--- src/rtl/up_sel0628_gen2_pkg.sv ---
`default_nettype none
// ============================================================================
// Module   : sel0628_gen2_pkg
// Brief    : Opcode, ALU-function and FSM-state encodings for up_sel0628_gen2.
// Revision : 1.0
// ============================================================================
package sel0628_gen2_pkg;

    localparam logic [1:0] OP_LD  = 2'b00;
    localparam logic [1:0] OP_ST  = 2'b01;
    localparam logic [1:0] OP_ALU = 2'b10;
    localparam logic [1:0] OP_JC  = 2'b11;

    localparam logic [1:0] F_ADD  = 2'b00;
    localparam logic [1:0] F_SUB  = 2'b01;
    localparam logic [1:0] F_AND  = 2'b10;
    localparam logic [1:0] F_OR   = 2'b11;

    typedef enum logic [2:0] {
        FETCH    = 3'd0,
        DECODE   = 3'd1,
        EXEC_ALU = 3'd2,
        EXEC_LD  = 3'd3,
        EXEC_ST  = 3'd4,
        EXEC_JC  = 3'd5
    } state_e;

    function automatic state_e exec_state(input logic [1:0] op);
        case (op)
            OP_LD:   return EXEC_LD;
            OP_ST:   return EXEC_ST;
            OP_ALU:  return EXEC_ALU;
            default: return EXEC_JC;
        endcase
    endfunction

endpackage
`default_nettype wire

--- src/rtl/up_sel0628_gen2_regfile.sv ---
`default_nettype none
// ============================================================================
// Module   : sel0628_regfile
// Brief    : 2**REG_AW x DATA_W register file, two combinational read ports,
//            one synchronous write port, asynchronous active-high clear.
// Revision : 1.0
// ============================================================================
module sel0628_regfile
    import sel0628_gen2_pkg::*;
#(
    parameter int DATA_W = 8,
    parameter int REG_AW = 2
) (
    input  logic              clk,
    input  logic              rst,
    input  logic              i_we,
    input  logic [REG_AW-1:0] i_waddr,
    input  logic [DATA_W-1:0] i_wdata,
    input  logic [REG_AW-1:0] i_raddr_a,
    output logic [DATA_W-1:0] o_rdata_a,
    input  logic [REG_AW-1:0] i_raddr_b,
    output logic [DATA_W-1:0] o_rdata_b
);

    localparam int NREG = 1 << REG_AW;

    logic [DATA_W-1:0] r_regs [NREG];

    always_ff @(posedge clk or posedge rst) begin
        if (rst) begin
            for (int i = 0; i < NREG; i++) begin
                r_regs[i] <= '0;
            end
        end else if (i_we) begin
            r_regs[i_waddr] <= i_wdata;
        end
    end

    assign o_rdata_a = r_regs[i_raddr_a];
    assign o_rdata_b = r_regs[i_raddr_b];

endmodule
`default_nettype wire

--- src/rtl/up_sel0628_gen2.sv ---
`default_nettype none
// ============================================================================
// Module   : up_sel0628_gen2
// Brief    : Multicycle accumulator/register CPU (LD/ST/ALU/JC) with a
//            req/ack memory port. SEL0628_DBG_TRACE_EN adds trace outputs.
// Revision : 1.0
// ============================================================================
module up_sel0628_gen2
    import sel0628_gen2_pkg::*;
#(
    parameter  int DATA_W = 8,
    parameter  int REG_AW = 2,
    localparam int IW     = 4 + 2 * REG_AW,
    localparam int ADDR_W = IW - 2
) (
    input  logic              clk,
    input  logic              clr,
    output logic              mem_req,
    input  logic              mem_ack,
    output logic              mem_we,
    output logic [ADDR_W-1:0] mem_addr,
    output logic [DATA_W-1:0] mem_wdata,
    input  logic [DATA_W-1:0] mem_rdata,
    output logic              flag_z,
    output logic              flag_c
`ifdef SEL0628_DBG_TRACE_EN
    ,
    output logic [ADDR_W-1:0] dbg_pc,
    output logic [IW-1:0]     dbg_ir,
    output logic [2:0]        dbg_state,
    output logic              dbg_retire
`endif
);

    state_e            r_state;
    logic [ADDR_W-1:0] r_pc;
    logic [IW-1:0]     r_ir;
    logic              r_z;
    logic              r_c;

    logic [1:0]        w_op;
    logic [1:0]        w_funct;
    logic [REG_AW-1:0] w_a1;
    logic [REG_AW-1:0] w_a2;
    logic [ADDR_W-1:0] w_addr;
    logic              w_xfer;

    logic [REG_AW-1:0] w_ra_addr;
    logic [DATA_W-1:0] w_ra_data;
    logic [DATA_W-1:0] w_rb_data;
    logic              w_rf_we;
    logic [REG_AW-1:0] w_rf_waddr;
    logic [DATA_W-1:0] w_rf_wdata;

    logic [DATA_W:0]   w_alu_wide;
    logic [DATA_W-1:0] w_alu_res;
    logic              w_alu_c;
    logic              w_alu_z;

    assign w_op    = r_ir[IW-1:IW-2];
    assign w_funct = r_ir[IW-3:IW-4];
    assign w_a1    = r_ir[2*REG_AW-1:REG_AW];
    assign w_a2    = r_ir[REG_AW-1:0];
    assign w_addr  = r_ir[ADDR_W-1:0];

    assign mem_req   = ~clr & ((r_state == FETCH) | (r_state == EXEC_LD) | (r_state == EXEC_ST));
    assign mem_we    = (r_state == EXEC_ST);
    assign mem_addr  = (r_state == FETCH) ? r_pc : w_addr;
    assign w_xfer    = mem_req & mem_ack;

    // Port A serves R[a1] only during EXEC_ALU and R0 otherwise, so it doubles
    // as the store-data path without needing a third read port.
    assign w_ra_addr = (r_state == EXEC_ALU) ? w_a1 : '0;
    assign mem_wdata = w_ra_data;

    always_comb begin
        w_alu_wide = '0;
        case (w_funct)
            F_ADD:   w_alu_wide = {1'b0, w_ra_data} + {1'b0, w_rb_data};
            F_SUB:   w_alu_wide = {1'b0, w_ra_data} - {1'b0, w_rb_data};
            F_AND:   w_alu_wide = {1'b0, w_ra_data & w_rb_data};
            default: w_alu_wide = {1'b0, w_ra_data | w_rb_data};
        endcase
    end

    // The extra top bit is carry-out for ADD and borrow for SUB.
    assign w_alu_res = w_alu_wide[DATA_W-1:0];
    assign w_alu_c   = w_alu_wide[DATA_W];
    assign w_alu_z   = (w_alu_res == '0);

    assign w_rf_we    = (r_state == EXEC_ALU) | ((r_state == EXEC_LD) & w_xfer);
    assign w_rf_waddr = (r_state == EXEC_LD) ? '0 : w_a1;
    assign w_rf_wdata = (r_state == EXEC_LD) ? mem_rdata : w_alu_res;

    sel0628_regfile #(
        .DATA_W (DATA_W),
        .REG_AW (REG_AW)
    ) u_regfile (
        .clk       (clk),
        .rst       (clr),
        .i_we      (w_rf_we),
        .i_waddr   (w_rf_waddr),
        .i_wdata   (w_rf_wdata),
        .i_raddr_a (w_ra_addr),
        .o_rdata_a (w_ra_data),
        .i_raddr_b (w_a2),
        .o_rdata_b (w_rb_data)
    );

    always_ff @(posedge clk or posedge clr) begin
        if (clr) begin
            r_state <= FETCH;
            r_pc    <= '0;
            r_ir    <= '0;
            r_z     <= 1'b0;
            r_c     <= 1'b0;
        end else begin
            case (r_state)
                FETCH: begin
                    if (w_xfer) begin
                        r_ir    <= mem_rdata[IW-1:0];
                        r_pc    <= r_pc + ADDR_W'(1);
                        r_state <= DECODE;
                    end
                end
                DECODE: begin
                    r_state <= exec_state(w_op);
                end
                EXEC_ALU: begin
                    r_z     <= w_alu_z;
                    r_c     <= (w_funct == F_ADD || w_funct == F_SUB) ? w_alu_c : 1'b0;
                    r_state <= FETCH;
                end
                EXEC_LD, EXEC_ST: begin
                    if (w_xfer) begin
                        r_state <= FETCH;
                    end
                end
                EXEC_JC: begin
                    if (!r_z) begin
                        r_pc <= w_addr;
                    end
                    r_state <= FETCH;
                end
                default: begin
                    r_state <= FETCH;
                end
            endcase
        end
    end

    assign flag_z = r_z;
    assign flag_c = r_c;

`ifdef SEL0628_DBG_TRACE_EN
    assign dbg_pc     = r_pc;
    assign dbg_ir     = r_ir;
    assign dbg_state  = r_state;
    assign dbg_retire = (r_state == EXEC_ALU) | (r_state == EXEC_JC)
                      | (((r_state == EXEC_LD) | (r_state == EXEC_ST)) & w_xfer);
`else
    // Trace outputs are not built in this configuration.
`endif

endmodule
`default_nettype wire
--- config.mk ---
export PLATFORM = sky130hd
export DESIGN_NAME = up_sel0628_gen2
export DESIGN_NICKNAME = d
export VERILOG_FILES = /design/src/rtl/up_sel0628_gen2_pkg.sv /design/src/rtl/up_sel0628_gen2_regfile.sv /design/src/rtl/up_sel0628_gen2.sv
export SDC_FILE = /design/constraint.sdc
export NUM_CORES = 1
export LEC_CHECK = 0
export ABC_AREA = 1
export CORE_ASPECT_RATIO = 1.4
export CORE_MARGIN = 2
export CORE_UTILIZATION = 43
export CTS_BUF_LIST = sky130_fd_sc_hd__clkbuf_8
export DETAILED_ROUTE_END_ITERATION = 10
export DONT_BUFFER_PORTS = 1
export GPL_ROUTABILITY_DRIVEN = 0
export SYNTH_ARGS = -nofsm -noshare
export SYNTH_HDL_FRONTEND = slang
export SYNTH_SLANG_ARGS = --single-unit
--- constraint.sdc ---
create_clock -name clk -period 7.24 [get_ports clk]
set_input_delay 0.724 -clock clk [delete_from_list [all_inputs] [get_ports clk]]
set_output_delay 0.724 -clock clk [all_outputs]
set_load 0.01 [all_outputs]
# Word level (Yosys, flattened, before mapping)
# Cells that the tools add are included.
[word_totals]
ff_bits = 51
latch_bits = 0
mem_bits_rw = 0
mem_bits_ro = 0
inputBits = 11
output_inout_bits = 18
wordCells = 73
n_memories = 0
[classes]
addsub = 3
mul = 0
div_mod_pow = 0
order_cmp = 4
n_eq_ne = 12
shift = 0
muxes = 22
n_bitwise = 12
reduce_logical = 11
[ops]
columns = ["cell", "n"]
rows = [
  ["$mux W8", 6],
  ["$bmux W8 S2", 2],
  ["$bwmux W32", 1],
  ["$pmux W9 S3", 1],
  ["$mux W6", 3],
  ["$pmux W3 S3", 2],
  ["$demux W8 S2", 1],
  ["$pmux W6 S2", 1],
  ["$add A8 B8 Y9", 1],
  ["$ge A3 B3 Y1 const B", 3],
  ["$not A2 Y3", 3],
  ["$sub A8 B8 Y9", 1],
  ["$and A8 B8 Y8", 1],
  ["$logic_not A8 Y1", 1],
  ["$or A8 B8 Y8", 1],
  ["$add A6 B1 Y6 const B", 1],
  ["$eq A3 B2 Y1 const B", 2],
  ["$eq A3 B3 Y1 const B", 2],
  ["$mux W3", 2],
  ["$ne A2 B2 Y1 const B", 3],
  ["$eq A2 B1 Y1 const B", 2],
  ["$eq A2 B2 Y1 const B", 2],
  ["$logic_not A2 Y1", 2],
  ["$mux W2", 2],
  ["13 further kinds", 18],
]

# Longest topological paths before layout
[depth]
word_depth = 10
mapped_depth = 24
mapped_depth_nobuf = 24

# Hierarchy
# A second synthesis with hierarchy kept.
[hier_totals]
hier_cells = 628
area_unflattened_um2 = 4120.2
[by_module_without_submodules]
columns = ["module", "instances", "cells_per_inst", "area_each_um2", "seq_area_each_um2"]
rows = [
  ["up_sel0628_gen2", 1, 330, 2063.2, 475.5],
  ["sel0628_regfile", 1, 298, 2057.0, 800.8],
]

# Least setup slack after synthesis
# OpenSTA, ideal clock, no wires.
[synth_timing]
path_type = "register -> register"
from = "register r_state[2]"
to = "register u_regfile.r_regs[14] (netlist bit)"
setup_ps = 123
arrival_time_ps = 2886
required_time_ps = 7117
slack_ps = 4231
path_stages_with_launch = 21
path_buffers = 1
period_less_slack_ps = 3009
cell_sequence = "dfrtp_1 > inv_2 > nand2_2 > nor2_2 > nand2_4 > buf_6 > nor2_4 > inv_1 > o32ai_1 > a31oi_1 > inv_1 > ha_1 > fa_1 > nor3_1 > nor2_1 > nor2_1 > nor2_1 > a21oi_1 > nand2_1 > o21ai_2 > o21ai_1"
[synth_via]
elab_chain_cells = 10
word_cells_on_any_way = 29
classes_between = "add/sub (2); order compare (2); eq/ne (3); mux (10); bitwise (10); reduce/logical (2)"
[synth_rtl]
columns = ["item", "line_no", "text"]
rows = [
  ["from (decl)", "up_sel0628_gen2.sv:35", "state_e r_state;"],
  ["from (signal assigned)", "up_sel0628_gen2.sv:127", "r_state <= exec_state(w_op);"],
  ["$eq A3 B2 Y1 (*)", "up_sel0628_gen2.sv:73", "assign w_ra_addr = (r_state == EXEC_ALU) ? w_a1 : '0;"],
  ["$mux W2 (*)", "up_sel0628_gen2.sv:73", ""],
  ["$not A2 Y3 (not written as such) (*)", "up_sel0628_gen2_regfile.sv:39", "assign o_rdata_a = r_regs[i_raddr_a];"],
  ["$bmux W8 S2 (*)", "up_sel0628_gen2_regfile.sv:39", ""],
  ["$mux W8 (not written as such) (*) (2 in a row)", "up_sel0628_gen2_regfile.sv:39", ""],
  ["named net mem_wdata[0]", "up_sel0628_gen2.sv:22", "output logic [DATA_W-1:0] mem_wdata,"],
  ["$sub A8 B8 Y9 / $add A8 B8 Y9 (equally long branches)", "up_sel0628_gen2.sv:80, up_sel0628_gen2.sv:79", ""],
  ["$pmux W9 S3 (*)", "up_sel0628_gen2.sv:78", "case (w_funct)"],
  ["$mux W8 (*)", "up_sel0628_gen2.sv:93", "assign w_rf_wdata = (r_state == EXEC_LD) ? mem_rdata : w_alu_res;"],
  ["$bwmux W32 (*)", "up_sel0628_gen2_regfile.sv:35", "r_regs[i_waddr] <= i_wdata;"],
  ["to (signal, indexed assignment)", "up_sel0628_gen2_regfile.sv:35", ""],
  ["to (decl)", "up_sel0628_gen2_regfile.sv:27", "logic [DATA_W-1:0] r_regs [NREG];"],
]
# Mark *: on every way through the listed nets, which the timed path passes. The rest lies on a longest branch. The select of a mux whose other input is x is not followed.
# A chain may end at the register's enable or synchronous reset.

# Worst setup path in the final report
[layout_timing]
from = "register r_ir[2]"
to = "register r_z (netlist: flag_z)"
[layout_via]
elab_chain_cells = 8
word_cells_on_any_way = 11
classes_between = "add/sub (2); mux (5); bitwise (3); reduce/logical (1)"
[layout_rtl]
columns = ["item", "line_no", "text"]
rows = [
  ["from (decl)", "up_sel0628_gen2.sv:37", "logic [IW-1:0] r_ir;"],
  ["from (signal assigned)", "up_sel0628_gen2.sv:121", "r_ir <= mem_rdata[IW-1:0];"],
  ["$mux W2 (*)", "up_sel0628_gen2.sv:73", ""],
  ["$not A2 Y3 (not written as such) (*)", "up_sel0628_gen2_regfile.sv:39", ""],
  ["$bmux W8 S2 (*)", "up_sel0628_gen2_regfile.sv:39", ""],
  ["$mux W8 (not written as such) (*) (2 in a row)", "up_sel0628_gen2_regfile.sv:39", ""],
  ["named net mem_wdata[0]", "up_sel0628_gen2.sv:22", ""],
  ["$sub A8 B8 Y9, or another cell as far along", "up_sel0628_gen2.sv:80", "F_SUB: w_alu_wide = {1'b0, w_ra_data} - {1'b0, w_rb_data};"],
  ["$pmux W9 S3 (*)", "up_sel0628_gen2.sv:78", ""],
  ["$logic_not A8 Y1 (*)", "up_sel0628_gen2.sv:89", "assign w_alu_z = (w_alu_res == '0);"],
  ["to (signal assigned)", "up_sel0628_gen2.sv:130", "r_z <= w_alu_z;"],
  ["to (decl)", "up_sel0628_gen2.sv:38", "logic r_z;"],
]
# Marked as above.

==> impl_metrics.yaml <==
status:
  status: "completed"
sta:
  grt_setup_unrepaired: "no"
  worst-slew-pin-transition_ns: 1.10
  hold_violations: 0
  skew_ns: 0.0118
  finalCritPeriodShare: 0.583
  slew_viol_final: 0
  setup-tns-final_ns: 0
  period_minus_slack_ns: 4.22
  fin_ws_ns: 3.02
  max_freq_mhz: 237
  setup_viol: 0
  slew_headroom: 0.267
critical_path:
  crit_buf_inv: 2
  critical-path-max-stage-delay_ns: 0.75
  cp_max_fo: 20
  cpMostUsedCell: "nor2_1"
  cp.depth: 16
  slowest_stage: "dfrtp_1"
  required_ns: 7.50
  end_kind: "flip-flop"
  critPathKind: "reg -> reg"
  cp-start-kind: "flip-flop"
  arrival_ns: 4.48
  crit_family: "simple AND/OR/NAND/NOR gates"
  r2r_cells: 16
  worstPathCellList: "nand3_2 -> inv_1 -> nand2_1 -> a31oi_1 -> inv_1 -> ha_1 -> fa_1 -> nor3_1 -> nor2_1 -> nor2_1 -> nor2_1 -> a21oi_1 -> nand2_1 -> nor2_1 -> nand3_1 -> nand2_1"
logic_synthesis:
  synthCells: 556
  synth_top_area_cell: "dfrtp_1"
  ys_seq_area_frac: 0.335
  synth_most_common_cell: "nand2_1"
  yosysUniqueCellTypes: 39
  async_flop_share: 1.00
  synth_top_area_share: 0.335
  yosys_warnings: 0
  postSynthAreaPerCell_um2: 6.85
  synth_edf_count: 0
  synth_common_cells: "nand2_1, inv_1, nand3_1"
  synth_area_leaders: "dfrtp_1, nand2_1, nand3_1, inv_1, ha_1"
  dominantRegCellSynth: "dfrtp_1"
  syn_nets: 584
  synthesis.area_um2: 3810
  synth.ff_latch_count: 51
detailed_routing:
  wl_met3_um: 643
  wl_per_cell_um: 16.7
  ant_nets: 0
  drt-total-wl_um: 10800
  firstDrtPassIters: 7
  drc_errors: 0
  routed.top_layer: "met4"
  num_vias: 3559
  wl_met2_um: 5390
  wl_met1_um: 4500
  vias_per_cell: 5.48
  dr.first_iter.drc_count: 316
floorplanning:
  start_util: 0.443
  die_h_um: 115
  ios: 29
  rows: 40
  coreArea_um2: 8610
  die_area_um2: 9640
  chipWidth_um: 83.6
clock_tree:
  cts_sinks: 51
  post_cts_resized: 0
  h-tree-depth: 2
  path_clk_slew_ns: 0.09
  clkLatencyLatePin_ns: 0.32
  cts_root_buf: "clkbuf_8"
  cts_max_path_buffers: 2
  cts_hold_buf: 0
  cts_tree: "done"
  cts_setup_buffers: 0
  cts_made_buffers: 5
final_layout:
  finalInstanceArea_um2: 3950
  area_growth_pct: 3.55
  final_core_util: 0.458
  fill_cells: 935
  drive_above_1_share: 0.0699
  seqCellArea_um2: 1280
  diodes: 0
  final_nets: 571
  multi_input_area_um2: 2130
grt:
  gr-total-overflow: 0
  gr-usage-all-layers: 0.234
  grt_pass1_wl_um: 17900
  grt_pass1_vias: 3426
  grt_max_degree: 52
  antenna_found_initial: 0
place:
  place_hpwl_um: 8350
  post_dp_cell_area_um2: 3810
  pre_cts_slack_ns: 3.18
  io_buffers: 0
hold_path:
  min_path_type: "reg -> reg"
  whs_path_depth: 2
flow_run:
  cap_violations: 0
## cells by family (layout without fill, tap and decap cells)
family / Yosys count / after routing / share of synthesized area
flip-flops: 51 / 51 / 0.335
buffers and inverters: 94 / 82 / 0.107
AND/OR/NAND/NOR: 280 / 280 / 0.325
adder cells (fa/ha/maj): 17 / 17 / 0.0578
AO/OA/AOI/OAI: 104 / 104 / 0.152
XOR/XNOR: 10 / 10 / 0.0230
## placed cells by master (no fill, tap or decap), types with 6 or more instances in the layout
cell,instances
ha_1,16
o21ai_2,6
inv_1,66
nand2_1,159
o21ai_1,20
nand3_1,55
nor2_4,6
xor2_1,7
a21oi_1,24
dfrtp_1,51
inv_2,7
o21ai_0,40
nor2_1,37
## state kept, by name, indices dropped and copies added, names as in the netlist
register and flops:
r_state 3, r_ir 8, flag_c 1, r_pc 6, flag_z 1, u_regfile.r_regs 32
## worst register-to-register path, cell delays in order, from the launching register on
cell and delay (ns):
dfrtp_1 0.75, nand3_2 0.51, inv_1 0.36, nand2_1 0.09
a31oi_1 0.52, inv_1 0.16, ha_1 0.27, fa_1 0.43
nor3_1 0.21, nor2_1 0.08, nor2_1 0.13, nor2_1 0.07
a21oi_1 0.18, nand2_1 0.07, nor2_1 0.10, nand3_1 0.13
nand2_1 0.09
## path summary, 6_finish.rpt
check | to | slack (ns) | from
worst max-delay path | flag_z | 3.02 | r_ir[2]
worst min-delay path | u_regfile.r_regs[23] | 0.49 | u_regfile.r_regs[23]
worst max register to register | flag_z | 3.02 | r_ir[2]
worst min register to register | u_regfile.r_regs[23] | 0.49 | u_regfile.r_regs[23]
max in group asynchronous | r_ir[6] | 6.02 | clr
min in group asynchronous | r_pc[2] | 0.56 | clr
## per-layer routing
| layer | vias up | track usage |
|---|---|---|
| met4 | 0 | 0.0828 |
| met3 | 18 | 0.0424 |
| met1 | 1670 | 0.284 |
| li1 | 1763 | - |
| met5 | - | 0 |
| met2 | 108 | 0.418 |
## through the flow
stage	instances	hold WS (ns)
final	649	0.491
after global routing	649	0.503
after CTS	649	0.489
after floorplan	556	0.449
after global placement	641	0.468
after detailed placement	641	0.465
## final cells by class
type,count,area share
clock inverter,3,0.0162
tap,105,0.0333
multi-input combinational,411,0.539
sequential,51,0.324
inverter,74,0.0707
clock buffer,5,0.0174
Power is not shown: default switching activity piles up to over one toggle a cycle in this logic, so the estimate is an artifact.
==> edit 1 (config.mk and constraints unchanged) <==
Remove the case item `F_SUB` of the case on `w_funct`.
--- a/src/rtl/up_sel0628_gen2.sv
+++ b/src/rtl/up_sel0628_gen2.sv
@@ -79,3 +79,2 @@
             F_ADD:   w_alu_wide = {1'b0, w_ra_data} + {1'b0, w_rb_data};
-            F_SUB:   w_alu_wide = {1'b0, w_ra_data} - {1'b0, w_rb_data};
             F_AND:   w_alu_wide = {1'b0, w_ra_data & w_rb_data};
Check against the original RTL: not equivalent (a bounded check fails within 10 cycles, from zero or initial values).
==> edit 1 against the original RTL <==
Cell count decreased by 2.5%. Cell area decreased by 0.95%. Sequential share of layout area increased by 0.31 points. Sequential cell count unchanged. Critical path depth fell by 1. Worst hold slack improved by 0.0012 ns. Setup slack better by 0.54 ns. Synthesized area decreased by 2.8%. Wire length shrank 0.64%. Critical path type unchanged.
==> edit 1: results (changes against the original RTL) <==
| Metric | Value |
|---|---|
| Outcome | `completed (unchanged)` |
| HPWL Detailed | `8110 microns (was 8350 microns)` |
| Leading post-synthesis cells by cell area | `dfrtp_1 (34%), nand2_1 (13%), inv_1 (8.8%) (was dfrtp_1 (33%), nand2_1 (16%), nand3_1 (7.2%))` |
| Largest net degree at the start of global routing | `53 (was 52)` |
| Worst path arrival time | `3.94 ns (was 4.48 ns)` |
| Number of global-route vias before repair | `3486 (was 3426)` |
| HP Class | `reg -> reg (unchanged)` |
| Vias per cell | `5.52 (was 5.48)` |
| Worst-path clk slew | `around 0.10 ns` |
| Max VDD drop | `~180 uV` |
| IO buf count | `0 (unchanged)` |
| Routed wire per std cell | `17.0 microns (was 16.7 microns)` |
| Critical Path Fanout Max | `21 (was 20)` |
| Initial DRC count | `185 (was 316)` |
| PnR worst setup slack | `3.56 ns (was 3.02 ns)` |
| Root Buffer | `clkbuf_8 (unchanged)` |
| Ant. Diodes | `0 (unchanged)` |
| CTS resizes | `0 (unchanged)` |
| First-pass GRT wire length | `17100 microns (was 17900 microns)` |
| Tightest Pin Transition | `1.11 ns (was 1.10 ns)` |
| Fin Clk Skew | `0.0111 ns (was 0.0118 ns)` |
| Async set or reset register ratio after synthesis | `100% (unchanged)` |
| GRT Total Usage | `24.5% (was 23.4%)` |
| Sequential area share after synthesis | `34.4% (was 33.5%)` |
| Fill count | `899 (was 935)` |
| Dominant synthesized flop cell | `dfrtp_1 (unchanged)` |
| LEAKAGE | `slightly above 2 nW` |
| Fraction of layout cells with a size suffix above 1 | `9.47% (was 6.99%)` |
| 1st-pass router iterations | `4 (was 7)` |
| Nets | `559 (was 571)` |
| Most common library cells after synthesis | `nand2_1 (131), inv_1 (87), dfrtp_1 (51), o21ai_0 (50), nand3_1 (40) (was nand2_1 (159), inv_1 (66), nand3_1 (55), dfrtp_1 (51), o21ai_0 (40))` |
| Synthesized Nets | `563 (was 584)` |
| Top Registers | `u_regfile.r_regs (32), r_ir (8), r_pc (6) (unchanged)` |
| Htree depth | `2 (unchanged)` |
| Yosys cell types | `35 (was 39)` |
| Clock Path Buffers | `2 (unchanged)` |
edit 1: cell types whose count changed after synthesis, sizes merged, moves of 7 or more:
cell / before / now
a21oi: 24 / 14
buf: 14 / 6
inv: 72 / 94
nand2: 165 / 135
nand3: 58 / 48
o21ai: 66 / 58
o22ai: 1 / 10
or2: 0 / 15
xor2: 7 / 0
edit 1: logic make-up (layout without fill, tap and decap cells):
family                   count (synthesis)  count (layout)  share of synthesized area (%)
AO/OA/AOI/OAI                          102             102                           15.9
flip-flops                              51              51                           34.4
buffers and inverters                  106             103                           11.3
adder cells (fa/ha/maj)                 21              21                           7.09
AND/OR/NAND/NOR                        251             251                           31.3
edit 1: layout make-up:
type	count	share of cell area, %
multi-input combinational	374	51.5
sequential	51	32.7
inverter	95	9.13
tap	105	3.36
clock buffer	5	1.76
clock inverter	3	1.63
edit 1: routing by layer:
layer	GRT usage, %	vias to the layer above	share of wire, %
li1	-	1713	-
met2	43.2	97	51
met5	0	-	0
met3	4.98	33	5.9
met1	26.5	1650	38
met4	13.3	0	4.9
edit 1: power breakdown:
group | internal (mW) | leakage (nW) | switching (mW)
Sequential | 0.411 | 0.621 | 0.135
Combinational | 0.454 | 1.34 | 0.927
Clock | 0.137 | 0.0695 | 0.102
Total | 1.00 | 2.03 | 1.16
edit 1: final timing paths:
| path | start | end | cells past startpoint |
|---|---|---|---|
| max in group asynchronous | clr | u_regfile.r_regs[5] | 1 |
| worst min-delay path | u_regfile.r_regs[9] | u_regfile.r_regs[9] | 2 |
| min in group asynchronous | clr | r_pc[4] | 1 |
| worst max-delay path | r_ir[2] | u_regfile.r_regs[30] | 15 |
| worst min register to register | u_regfile.r_regs[9] | u_regfile.r_regs[9] | 2 |
| worst max register to register | r_ir[2] | u_regfile.r_regs[30] | 15 |
edit 1: worst max-delay path, cell delays in order, from the launching register on:
cell      delay (ns)
dfrtp_1         0.63
nand3_2         0.46
o21ai_0         0.30
inv_1           0.07
a22oi_1         0.43
inv_1           0.09
ha_1            0.40
a21oi_1         0.24
nor3_1          0.07
a211oi_1        0.31
nand2_1         0.10
nand2_1         0.08
nand3_1         0.09
nand3_1         0.19
nand3_1         0.10
nand2_1         0.08
edit 1: per-stage QoR:
stage | total power [mW] | hold WS [ns] | instance area (sq um) | instances
after CTS | 2.17 | 0.494 | 3910 | 633
after floorplan | 1.58 | 0.449 | 3700 | 531
after global placement | 1.89 | 0.467 | 3770 | 625
final | 2.17 | 0.492 | 3910 | 633
after detailed placement | 1.92 | 0.470 | 3770 | 625
after global routing | 2.39 | 0.551 | 3910 | 633
==> edit 2 (same flow settings) <==
Made on the original files. `DATA_W` is set to 8 in 2 places; all go to 12.
--- a/src/rtl/up_sel0628_gen2_regfile.sv
+++ b/src/rtl/up_sel0628_gen2_regfile.sv
@@ -10,3 +10,3 @@
 #(
-    parameter int DATA_W = 8,
+    parameter int DATA_W = 12,
     parameter int REG_AW = 2
--- a/src/rtl/up_sel0628_gen2.sv
+++ b/src/rtl/up_sel0628_gen2.sv
@@ -10,3 +10,3 @@
 #(
-    parameter  int DATA_W = 8,
+    parameter  int DATA_W = 12,
     parameter  int REG_AW = 2,
Ports: changed (resized mem_rdata and mem_wdata); port bits go from 29 to 37. The function was not compared with the original's and may differ.
==> edit 2 against the original RTL <==
Wire length up 47%. Setup slack worse by 0.19 ns. Synthesized area up 39%. Cell area up 41%. Sequential cell count up 16. Count of clock-buffer cells in the layout up 6. Critical path depth up 5. Critical endpoint is now u_regfile.r_regs[34].
Power is not shown: default switching activity piles up to over one toggle a cycle in this logic, so the estimate is an artifact.
==> edit 2: results (changes against the original RTL) <==
| Metric | Value |
|---|---|
| Outcome | `completed (unchanged)` |
| Vias per cell | `5.41 (was 5.48)` |
| Initial DRC count | `370 (was 316)` |
| Mean Syn Cell Area | `6.53 sq um (was 6.85 sq um)` |
| Sequential area share after synthesis | `31.7% (was 33.5%)` |
| Routed wire per std cell | `16.8 microns (was 16.7 microns)` |
| Num CTS Buffers | `9 (was 5)` |
| Htree depth | `3 (was 2)` |
| IO buf count | `0 (unchanged)` |
| HPWL Detailed | `12100 microns (was 8350 microns)` |
| Max reg flops | `48 (was 32)` |
| Most common library cells after synthesis | `nand2_1 (263), inv_1 (102), nand3_1 (75), dfrtp_1 (67), o21ai_0 (53) (was nand2_1 (159), inv_1 (66), nand3_1 (55), dfrtp_1 (51), o21ai_0 (40))` |
| Fill count | `1256 (was 935)` |
| Async set or reset register ratio after synthesis | `100% (unchanged)` |
| Number of global-route vias before repair | `4884 (was 3426)` |
| Top Registers | `u_regfile.r_regs (48), r_ir (8), r_pc (6) (was u_regfile.r_regs (32), r_ir (8), r_pc (6))` |
| Tightest Pin Transition | `0.951 ns (was 1.10 ns)` |
| Worst path arrival time | `4.62 ns (was 4.48 ns)` |
| Nets | `832 (was 571)` |
| 1st-pass router iterations | `7 (unchanged)` |
| Synth warn | `0 (unchanged)` |
| Clock Latency Late Sink | `0.35 ns (was 0.32 ns)` |
| Area growth from synthesis to layout | `5.49% (was 3.55%)` |
| Final Non-Filler Cells | `948 (was 649)` |
| Ant. Diodes | `0 (unchanged)` |
| Fin Clk Skew | `0.0105 ns (was 0.0118 ns)` |
| DP Area | `5350 sq um (was 3810 sq um)` |
| Largest net degree at the start of global routing | `68 (was 52)` |
| Fraction of layout cells with a size suffix above 1 | `7.37% (was 6.99%)` |
| CTS resizes | `0 (unchanged)` |
| Leading post-synthesis cells by cell area | `dfrtp_1 (32%), nand2_1 (19%), inv_1 (7.2%) (was dfrtp_1 (33%), nand2_1 (16%), nand3_1 (7.2%))` |
| DP Worst Slack | `2.93 ns (was 3.18 ns)` |
| GRT Total Usage | `24.3% (was 23.4%)` |
| First-pass GRT wire length | `25300 microns (was 17900 microns)` |
| Dpl cells | `932 (was 641)` |
| Synthesized Nets | `846 (was 584)` |
| Critical Path Fanout Max | `15 (was 20)` |
| Root Buffer | `clkbuf_8 (unchanged)` |
| CP peak stage delay | `0.75 ns (about the same)` |
| Yosys cell types | `38 (was 39)` |
[edit 2: cell count changes after synthesis, sizes merged, moves of 7 or more]
cell / before / now
nand3b: 2 / 10
dfrtp: 51 / 67
o21ai: 66 / 100
inv: 72 / 107
nand3: 58 / 86
nor2: 45 / 52
nand2: 165 / 268
[edit 2: cell type report]
type	instances	area share, %
clock buffer	11	2.71
clock inverter	5	1.37
inverter	110	7.40
multi-input combinational	605	54.7
sequential	67	30.1
tap	147	3.30
timing repair buffer	3	0.404
[edit 2: kinds of logic after synthesis]
| group | after synthesis | synth area share (%) |
|---|---|---|
| buffers and inverters | 138 | 10.5 |
| adder cells (fa/ha/maj) | 21 | 5.11 |
| AND/OR/NAND/NOR | 434 | 36.2 |
| flip-flops | 67 | 31.7 |
| AO/OA/AOI/OAI | 136 | 14.1 |
| XOR/XNOR | 14 | 2.32 |
[edit 2: routing by layer]
layer	GRT usage, %	part of all wire, %
met5	0	0
met4	9.95	3.6
met3	2.79	3.5
met2	43.4	50
met1	30.0	42
[edit 2: final timing paths]
kind                                           start              endpoint  slack, ns  cells after the start
max in group asynchronous                        clr   u_regfile.r_regs[8]       6.11                      2
min in group asynchronous                        clr  u_regfile.r_regs[33]       0.56                      2
worst max-delay path                         r_ir[1]  u_regfile.r_regs[34]       2.83                     21
worst max register to register               r_ir[1]  u_regfile.r_regs[34]       2.83                     21
worst min-delay path            u_regfile.r_regs[22]  u_regfile.r_regs[22]       0.49                      2
worst min register to register  u_regfile.r_regs[22]  u_regfile.r_regs[22]       0.49                      2
